## config.mk

```make
export PLATFORM = sky130hd
export DESIGN_NAME = tp_region_controller
export DESIGN_NICKNAME = d
export VERILOG_FILES = /design/src/rtl/ltm_ui_pkg.sv /design/src/rtl/tp_region_colour_gen.sv /design/src/rtl/tp_region_controller.sv
export SDC_FILE = /design/constraint.sdc
export NUM_CORES = 1
export LEC_CHECK = 0
export ABC_AREA = 1
export BUFFER_PORTS_ARGS = -buffer_cell sky130_fd_sc_hd__buf_2
export CORE_MARGIN = 2
export CORE_UTILIZATION = 53
export CTS_CLUSTER_SIZE = 28
export DETAILED_ROUTE_END_ITERATION = 10
export PLACE_DENSITY = 0.81
export REMOVE_ABC_BUFFERS = 1
export SETUP_SLACK_MARGIN = 0.02
export SYNTH_ARGS = -nofsm -noshare
export SYNTH_HDL_FRONTEND = slang
export SYNTH_HIERARCHICAL = 1
export SYNTH_SLANG_ARGS = --single-unit
```

## constraint.sdc

```tcl
create_clock -name Clock -period 2.45 [get_ports Clock]
set_clock_uncertainty 0.15 [all_clocks]
set_input_delay 0.3675 -clock Clock [delete_from_list [all_inputs] [get_ports Clock]]
set_output_delay 0.3675 -clock Clock [all_outputs]
set_load 0.05 [all_outputs]
```

## src/rtl/ltm_ui_pkg.sv

```systemverilog
`default_nettype none
//============================================================================
// ltm_ui_pkg : shared types, pixel boundaries and region decode helpers
// Rev 1.0
//============================================================================
package ltm_ui_pkg;

   typedef enum logic [1:0] {
      IDLE   = 2'd0,
      SAMPLE = 2'd1,
      HOLD   = 2'd2
   } state_t;

   typedef logic [2:0] region_t;
   typedef logic [2:0] rgb_code_t;

   localparam logic [9:0] PIX_COL1 = 10'd200;
   localparam logic [9:0] PIX_COL2 = 10'd400;
   localparam logic [9:0] PIX_COL3 = 10'd600;
   localparam logic [9:0] PIX_ROW1 = 10'd240;

   // Region index is row*4+col, i.e. {row, col[1:0]}.
   function automatic region_t touch_region(
      input logic [11:0] x,
      input logic [11:0] y,
      input logic [11:0] t1,
      input logic [11:0] t2,
      input logic [11:0] t3,
      input logic [11:0] ty
   );
      logic [1:0] col;
      logic       row;
      if (x < t1)      col = 2'd0;
      else if (x < t2) col = 2'd1;
      else if (x < t3) col = 2'd2;
      else             col = 2'd3;
      row = (y >= ty);
      return {row, col};
   endfunction

   function automatic region_t pixel_region(
      input logic [9:0] px,
      input logic [9:0] py
   );
      logic [1:0] col;
      logic       row;
      if (px < PIX_COL1)      col = 2'd0;
      else if (px < PIX_COL2) col = 2'd1;
      else if (px < PIX_COL3) col = 2'd2;
      else                    col = 2'd3;
      row = (py >= PIX_ROW1);
      return {row, col};
   endfunction

endpackage
`default_nettype wire

```

## src/rtl/tp_region_colour_gen.sv

```systemverilog
`default_nettype none
//============================================================================
// tp_region_colour_gen : per-region colour-code table and registered RGB
// Rev 1.0
//============================================================================
module tp_region_colour_gen
   import ltm_ui_pkg::*;
(
   input  logic       Clock,
   input  logic       Resetn,
   input  logic       i_accept,
   input  region_t    i_acc_region,
   input  logic [9:0] i_pixel_x,
   input  logic [9:0] i_pixel_y,
   output logic [7:0] o_red,
   output logic [7:0] o_green,
   output logic [7:0] o_blue
);

   rgb_code_t r_code [8];
   region_t   w_pix_region;
   rgb_code_t w_code;

   // Each region powers up showing its own index as colour code.
   always_ff @(posedge Clock or negedge Resetn) begin
      if (!Resetn) begin
         for (int i = 0; i < 8; i++) begin
            r_code[i] <= 3'(i);
         end
      end else if (i_accept) begin
         r_code[i_acc_region] <= r_code[i_acc_region] + 3'd1;
      end
   end

   assign w_pix_region = pixel_region(i_pixel_x, i_pixel_y);
   assign w_code       = r_code[w_pix_region];

   always_ff @(posedge Clock or negedge Resetn) begin
      if (!Resetn) begin
         o_red   <= 8'h00;
         o_green <= 8'h00;
         o_blue  <= 8'h00;
      end else begin
         o_red   <= {8{w_code[2]}};
         o_green <= {8{w_code[1]}};
         o_blue  <= {8{w_code[0]}};
      end
   end

endmodule
`default_nettype wire

```

## src/rtl/tp_region_controller.sv

```systemverilog
`default_nettype none
//============================================================================
// tp_region_controller : touch debounce, region select and colour-bar control
// Optional: AUTO_REPEAT_EN adds auto-repeat while the pen is held.  Rev 1.0
//============================================================================
module tp_region_controller
   import ltm_ui_pkg::*;
#(
   parameter int          DEBOUNCE_N = 4,
   parameter logic [11:0] X_T1       = 12'h400,
   parameter logic [11:0] X_T2       = 12'h800,
   parameter logic [11:0] X_T3       = 12'hC00,
   parameter logic [11:0] Y_T        = 12'h800
`ifdef AUTO_REPEAT_EN
   ,
   parameter int          REPEAT_N   = 16
`endif
)(
   input  logic        Clock,
   input  logic        Resetn,
   input  logic        Touch_En,
   input  logic        Coord_En,
   input  logic [11:0] X_Coord,
   input  logic [11:0] Y_Coord,
   input  logic [9:0]  Pixel_X,
   input  logic [9:0]  Pixel_Y,
   output logic [7:0]  Red,
   output logic [7:0]  Green,
   output logic [7:0]  Blue,
   output logic        Region_Valid,
   output logic [2:0]  Region_Sel,
   output logic        Busy
);

   localparam logic [3:0] c_DEB = 4'(DEBOUNCE_N);

   state_t     r_state;
   state_t     w_state_nx;
   region_t    r_cand;
   region_t    w_cand_nx;
   logic [3:0] r_cnt;
   logic [3:0] w_cnt_nx;
   region_t    r_region_sel;
   logic       r_region_valid;
   region_t    w_touch_region;
   region_t    w_acc_region;
   logic       w_accept;

`ifdef AUTO_REPEAT_EN
   localparam int                  c_RCNT_W   = $clog2(REPEAT_N + 1);
   localparam logic [c_RCNT_W-1:0] c_REP_LAST = c_RCNT_W'(REPEAT_N - 1);

   logic [c_RCNT_W-1:0] r_rcnt;
   logic [c_RCNT_W-1:0] w_rcnt_nx;
`endif

   assign w_touch_region = touch_region(X_Coord, Y_Coord, X_T1, X_T2, X_T3, Y_T);

   always_ff @(posedge Clock or negedge Resetn) begin
      if (!Resetn) begin
         r_state        <= IDLE;
         r_cand         <= '0;
         r_cnt          <= '0;
         r_region_sel   <= '0;
         r_region_valid <= 1'b0;
`ifdef AUTO_REPEAT_EN
         r_rcnt         <= '0;
`endif
      end else begin
         r_state        <= w_state_nx;
         r_cand         <= w_cand_nx;
         r_cnt          <= w_cnt_nx;
         r_region_valid <= w_accept;
         if (w_accept) begin
            r_region_sel <= w_acc_region;
         end
`ifdef AUTO_REPEAT_EN
         r_rcnt         <= w_rcnt_nx;
`endif
      end
   end

   // Release (Touch_En low) is checked before Coord_En in every busy state.
   always_comb begin
      w_state_nx   = r_state;
      w_cand_nx    = r_cand;
      w_cnt_nx     = r_cnt;
      w_accept     = 1'b0;
      w_acc_region = r_cand;
`ifdef AUTO_REPEAT_EN
      w_rcnt_nx    = r_rcnt;
`endif
      case (r_state)
         IDLE: begin
            if (Coord_En && Touch_En) begin
               w_cand_nx  = w_touch_region;
               w_cnt_nx   = 4'd1;
               w_state_nx = SAMPLE;
            end
         end
         SAMPLE: begin
            if (!Touch_En) begin
               w_cnt_nx   = 4'd0;
               w_state_nx = IDLE;
            end else if (Coord_En) begin
               if (w_touch_region == r_cand) begin
                  if ((r_cnt + 4'd1) == c_DEB) begin
                     w_accept   = 1'b1;
                     w_cnt_nx   = 4'd0;
                     w_state_nx = HOLD;
`ifdef AUTO_REPEAT_EN
                     w_rcnt_nx  = '0;
`endif
                  end else begin
                     w_cnt_nx = r_cnt + 4'd1;
                  end
               end else begin
                  w_cand_nx = w_touch_region;
                  w_cnt_nx  = 4'd1;
               end
            end
         end
         HOLD: begin
            if (!Touch_En) begin
               w_state_nx = IDLE;
`ifdef AUTO_REPEAT_EN
            end else if (Coord_En) begin
               if (w_touch_region == r_region_sel) begin
                  if (r_rcnt == c_REP_LAST) begin
                     w_accept     = 1'b1;
                     w_acc_region = r_region_sel;
                     w_rcnt_nx    = '0;
                  end else begin
                     w_rcnt_nx = r_rcnt + 1'b1;
                  end
               end else begin
                  w_rcnt_nx = '0;
               end
`endif
            end
         end
         default: begin
            w_state_nx = IDLE;
         end
      endcase
   end

   tp_region_colour_gen u_colour_gen (
      .Clock        (Clock),
      .Resetn       (Resetn),
      .i_accept     (w_accept),
      .i_acc_region (w_acc_region),
      .i_pixel_x    (Pixel_X),
      .i_pixel_y    (Pixel_Y),
      .o_red        (Red),
      .o_green      (Green),
      .o_blue       (Blue)
   );

   assign Region_Valid = r_region_valid;
   assign Region_Sel   = r_region_sel;
   assign Busy         = (r_state != IDLE);

endmodule
`default_nettype wire

```

=== Yosys cells after proc, flatten, opt, wreduce, memory -nomap -nowiden ===
Index checks and enable logic that the tools add are counted.

* Eq/ne operators: 12
* Add/subtract/negate cells: 2
* Mux-type cells: 38
* Bitwise operators: 2
* $lt $le $gt $ge: 11
* Reductions and logical operators: 8

{| class="wikitable"
|+ Operator list
! cell !! count
|-
| 2-to-1 mux 3 bit || 9
|-
| bitwise mux 24 bit || 1
|-
| < comparator 12 bit, second input constant || 2
|-
| 2-to-1 mux 2 bit || 10
|-
| 2-to-1 mux 4 bit || 5
|-
| binary-select mux 3 bit (select 3 bit) || 2
|-
| greater-or-equal comparator 12 bit, second input constant || 1
|-
| < comparator 12 x 11 -> 1 bit, second input constant || 1
|-
| greater-or-equal comparator 10 x 8 -> 1 bit, second input constant || 1
|-
| < comparator 10 bit, second input constant || 1
|-
| < comparator 10 x 8 -> 1 bit, second input constant || 1
|-
| < comparator 10 x 9 -> 1 bit, second input constant || 1
|-
| != test 2 bit, second input constant || 5
|-
| AND reduction 5 bit || 2
|-
| demux 3 bit (select 3 bit) || 1
|-
| != test 3 bit, second input constant || 3
|-
| greater-or-equal comparator 4 bit, second input constant || 2
|-
| inverter 3 -> 4 bit || 2
|-
| one-hot mux 4 bit (2 select lines) || 1
|-
| 2-to-1 mux 1 bit || 7
|-
| one-hot mux 2 bit (3 select lines) || 1
|-
| one-hot mux 3 bit (2 select lines) || 1
|-
| adder 4 x 1 -> 4 bit, second input constant || 1
|-
| equality test 4 x 3 -> 1 bit, second input constant || 1
|-
| other kinds (9) || 11
|}

* Input port bits: 48
* Output and inout port bits: 29
* Register bits after elaboration: 40

=== Depth between registers and ports, before layout ===
* Depth after elaboration: 9
* Mapped depth: 16
* Depth with buffers taken out: 16

=== Cells and area by module ===
Netlist, hierarchy kept.

{| class="wikitable"
|+ By module, submodules not included
! module !! seq. area each (µm²) !! cells an instance !! instances !! area each (µm²)
|-
| tp_region_colour_gen || 690.7 || 291 || 1 || 2,004.4
|-
| tp_region_controller || 325.3 || 98 || 1 || 784.5
|}

=== Worst setup path before layout ===
OpenSTA, ideal clock, no wires.

* Path kind: reg-to-reg
* Start: register r_cnt[0]
* End: register u_colour_gen/r_code[15] (netlist name)
* Data arrival time: 1,680 ps
* Slack: 500 ps
* Data required time: 2,180 ps
* Cell stages (with the launch flop): 16
* Path buffers: 0
* Cell sequence: dfrtp_1 -> ha_1 -> nand2_1 -> nand2_1 -> nor2_2 -> nand2_2 -> nor2_4 -> nand2_4 -> clkinv_2 -> inv_1 -> nor2_1 -> inv_2 -> nor2_1 -> inv_1 -> nand2_1 -> o21ai_2

* Longest elaborated chain between the ends: 7

{| class="wikitable"
|+ RTL lines
! what !! RTL line !! RTL
|-
| start, declared || tp_region_controller.sv:41 || <nowiki>logic [3:0] r_cnt;</nowiki>
|-
| start signal, assigned || tp_region_controller.sv:72 || <nowiki>r_cnt <= w_cnt_nx;</nowiki>
|-
| adder 4 x 1 -> 4 bit || tp_region_controller.sv:107 || <nowiki>if ((r_cnt + 4'd1) == c_DEB) begin</nowiki>
|-
| equality test 4 x 3 -> 1 bit || tp_region_controller.sv:107 ||
|-
| 2-to-1 mux 1 bit || tp_region_controller.sv:107 ||
|-
| 2-to-1 mux 1 bit || tp_region_controller.sv:106 || <nowiki>if (w_touch_region == r_cand) begin</nowiki>
|-
| 2-to-1 mux 1 bit || tp_region_controller.sv:105 || <nowiki>end else if (Coord_En) begin</nowiki>
|-
| 2-to-1 mux 1 bit || tp_region_controller.sv:102 || <nowiki>if (!Touch_En) begin</nowiki>
|-
| 2-to-1 mux 1 bit || tp_region_controller.sv:93 || <nowiki>case (r_state)</nowiki>
|-
| via w_accept || tp_region_controller.sv:47 || <nowiki>logic w_accept;</nowiki>
|-
| end signal, assigned by index || tp_region_colour_gen.sv:28 || <nowiki>r_code[i] <= 3'(i);</nowiki>
|-
| end signal, assigned by index || tp_region_colour_gen.sv:31 || <nowiki>r_code[i_acc_region] <= r_code[i_acc_region] + 3'd1;</nowiki>
|-
| end, declared || tp_region_colour_gen.sv:20 || <nowiki>rgb_code_t r_code [8];</nowiki>
|}

The timed path passes the listed nets, and every way through them passes these cells.
A chain may end at the register's enable or synchronous reset.

=== Worst setup path in the final report ===
Ends and elaborated chain as after synthesis.

==> out/qor.yml <==
floorplanning:
  coreArea_um2: 5110
  die_h_um: 76.5
  die-area_um2: 5860
  io-pin-count: 77
  rows: 26
  start_util_pct: 54.6
  die_w_um: 76.5
run:
  max_cap_viol_count: 0
clocking:
  clockBufferDepth: 2
  cts_setup_buffers: 0
  cts_buffers: 5
  cts-root-buf: "clkbuf_8"
  cts.clk_slew.worst_paths_ns: 0.07
  cts_sinks: 40
  cts_max_level: 2
  clk_latency_ns: 0.30
  cts_tree: "yes"
critical_path:
  crit_chain: "ha_1, nand2_1, nand2_1, nor2_2, nand2_2, nor2_4, nand2_4, clkinv_2, inv_1, nor2_1, inv_2, nor2_1, inv_1, nand2_1, o21ai_2"
  regToRegSetupSlack_ns: 0.31
  r2r_cells: 15
  r2r-end: "u_colour_gen/r_code[15]"
  worstPathRequired_ns: 2.48
  path_max_fanout: 7
  critPathCaptureType: "flop"
  setup.worst_path.start_class: "flop"
  path_common_cell: "nand2_1"
  crit_type: "reg -> reg"
  crit_end: "u_colour_gen/r_code[15]"
  crit_slowest_cell: "dfrtp_1"
  crit_arrival_ns: 2.17
  reg2reg_from: "r_cnt[0]"
  critPathLaunch: "r_cnt[0]"
  max_stage_delay_ns: 0.44
layout:
  final_common_cell: "nand2_1"
  area_growth_pct: 8.79
  n_fill_cell: 469
  layout.nets: 473
  layout_common_cells: "nand2_1 (122), inv_1 (60), buf_2 (48)"
  n_antenna_cell: 0
  final_util_pct: 59.4
  layout-drive-gt1-share_pct: 27.9
  design_area_um2: 3030
pwr:
  pwr_density_cell_nw_per_um2: 626
  switchingPower_mw: 0.798
  leakage_nw: 1.64
  seq_power_share_pct: 39.5
  max-vdd-ir-drop_mv: 0.315
  p_int_mw: 1.10
  combPwrFrac_pct: 36.6
  clkPwrFrac_pct: 23.9
  p_sw_share_pct: 42.0
drt:
  route.detailed.drc: 0
  final_antenna_net_count: 0
  avgViaCountPerCell: 4.96
  drt_pass1_iterations: 4
  vias: 2445
  drt_first_iter_violations: 183
  wl_per_cell_um: 11.4
  totalWireLength_um: 5640
sta:
  fin_setup_tns_ns: 0
  grt_setup_unrepaired: "false"
  tightest_slew_ns: 0.880
  setup_viol: 0
  finalCritPeriodShare_pct: 87.4
  slew_headroom_pct: 41.3
  hold_viol: 0
  fin_crit_ns: 2.14
  max_freq_mhz: 467
  slew_violations: 0
logic_synthesis:
  avgSynthCellArea_um2: 7.17
  syn_area_um2: 2790
  synth_top_cell_area_share_pct: 25.1
  ys_seq_elements: 40
  synth.distinct_cells: 32
  yosysSeqAreaShare_pct: 36.4
  syn_inst: 389
  yosys_warnings: 6
  synth_top_area_cell: "dfrtp_1"
  yosys-top-cells-area: "dfrtp_1 (25%), nand2_1 (16%), dfstp_2 (11%)"
status:
  status: "complete, no violations"
global_route:
  use_met2_pct: 34.3
  grtUsageMet3_pct: 2.84
  antenna_found_initial: 0
  grt_pass1_wl_um: 9930
  grt_usage_pct: 21.0
  busiest_layer: "met2"
  grt_pass1_vias: 2187
  grt_overflow: 0
  grtUsageMet1_pct: 28.4
  grt_max_degree: 41
place:
  routabilityCongestion: 0.930
  place_area_um2: 2940
  hpwlAfterDp_um: 4240
  portBuffers: 48
hold_path:
  hold_path.class: "in -> async"
==> cells by family (layout without fill, tap and decap cells) <==
kind of cell	count (synthesis)	after routing	synth area share [%]
buffers and inverters	94	128	16.4
AOI/OAI and AO/OA	51	51	12.3
xor gates and xnor gates	1	1	0.583
adders and majority gates	3	3	1.35
and+or+nand+nor	200	200	32.9
DFF	40	40	36.4
==> power groups by stage <==
stage	Sequential (mW)	Clock (mW)	Combinational, mW
after floorplan	0.938	0	0.334
after global placement	0.758	0	0.684
after detailed placement	0.762	0	0.693
after CTS	0.750	0.467	0.696
after global routing	0.758	0.494	0.754
final	0.750	0.455	0.696
==> per-stage QoR <==
step	instances	total power [mW]	worst slack, ns	hold WS (ns)
floorplan	365	1.27	-0.737	-0.0781
global placement	485	1.44	0.328	0.307
detailed placement	485	1.46	0.283	0.311
CTS	493	1.91	0.263	0.0579
global route	493	2.01	0.0318	0.106
finish	493	1.90	0.309	0.0355
==> state kept, by name, summed over array words and instances (netlist names) <==
| register | count |
|---|---|
| r_cnt | 4 |
| u_colour_gen/r_code | 24 |
| r_cand | 3 |
| Region_Valid | 1 |
| u_colour_gen/o_blue | 1 |
| u_colour_gen/o_red | 1 |
| r_state | 2 |
| u_colour_gen/o_green | 1 |
| Region_Sel | 3 |
==> Yosys cell counts <==
| master | number |
|---|---|
| o22ai_1 | 3 |
| o22ai_2 | 1 |
| o21ai_0 | 11 |
| nor2_8 | 1 |
| nor2_1 | 22 |
| dfrtp_1 | 28 |
| nand3b_4 | 1 |
| nand3b_1 | 3 |
| a21oi_1 | 7 |
| inv_1 | 60 |
| ha_1 | 3 |
| buf_4 | 21 |
| o21ai_1 | 15 |
| nand4_1 | 3 |
| inv_4 | 1 |
| o21ai_4 | 2 |
| nand2_4 | 3 |
| o21ai_2 | 10 |
| xnor2_2 | 1 |
| nor2_4 | 1 |
| inv_2 | 8 |
| nand3_1 | 27 |
| nand3_2 | 2 |
| nand2_1 | 122 |
| or2_4 | 1 |
| nand2_2 | 8 |
| buf_6 | 3 |
| dfstp_2 | 12 |
| o211ai_1 | 1 |
| o21bai_4 | 1 |
| nor2_2 | 6 |
| clkinv_2 | 1 |
==> how the worst min path moves through the flow <==
stage	from	end	slack (ns)	cells past startpoint
2_1_floorplan	Resetn	Region_Sel[0]	-0.08	0
3_5_place_dp	Region_Sel[1]	Region_Sel[1]	0.31	2
4_1_cts	Resetn	r_cand[2]	0.06	1
3_3_place_gp	u_colour_gen/r_code[8]	u_colour_gen/r_code[8]	0.31	2
6_report	Resetn	Region_Sel[0]	0.04	1
5_1_grt	Resetn	Region_Sel[0]	0.11	1
==> per-layer routing <==
metal / up-vias / routed length [µm]
met2: 77 / 2700
met4: 0 / 82
met1: 1104 / 2520
met5: - / 0
met3: 9 / 330
li1: 1255 / -
==> worst max-delay path: cells and delay by family (launching register included) <==
kind                     cells  cell delay (ns)
adder cells (fa/ha/maj)      1             0.23
buffers and inverters        4             0.30
flip-flops                   1             0.44
AND/OR/NAND/NOR              9             0.84
AO/OA/AOI/OAI                1             0.05
==> cell type report <==
| class | instances | area, µm² | area share (%) |
|---|---|---|---|
| inverter | 70 | 267 | 8.78 |
| sequential | 40 | 1020 | 33.5 |
| tap | 70 | 87.6 | 2.89 |
| clock buffer | 8 | 90.1 | 2.97 |
| timing repair buffer | 50 | 255 | 8.41 |
| multi-input combinational | 255 | 1320 | 43.4 |
==> what timing repair did <==
| action | 4_1_cts | 5_1_grt |
|---|---|---|
| endpoints found under the setup margin | 0 | 2 |
| hold endpoints to repair | 0 | 0 |
| resized for setup | 0 | 2 |
| hold buffers | 0 | 0 |
Power figures use the tool's default switching activity.
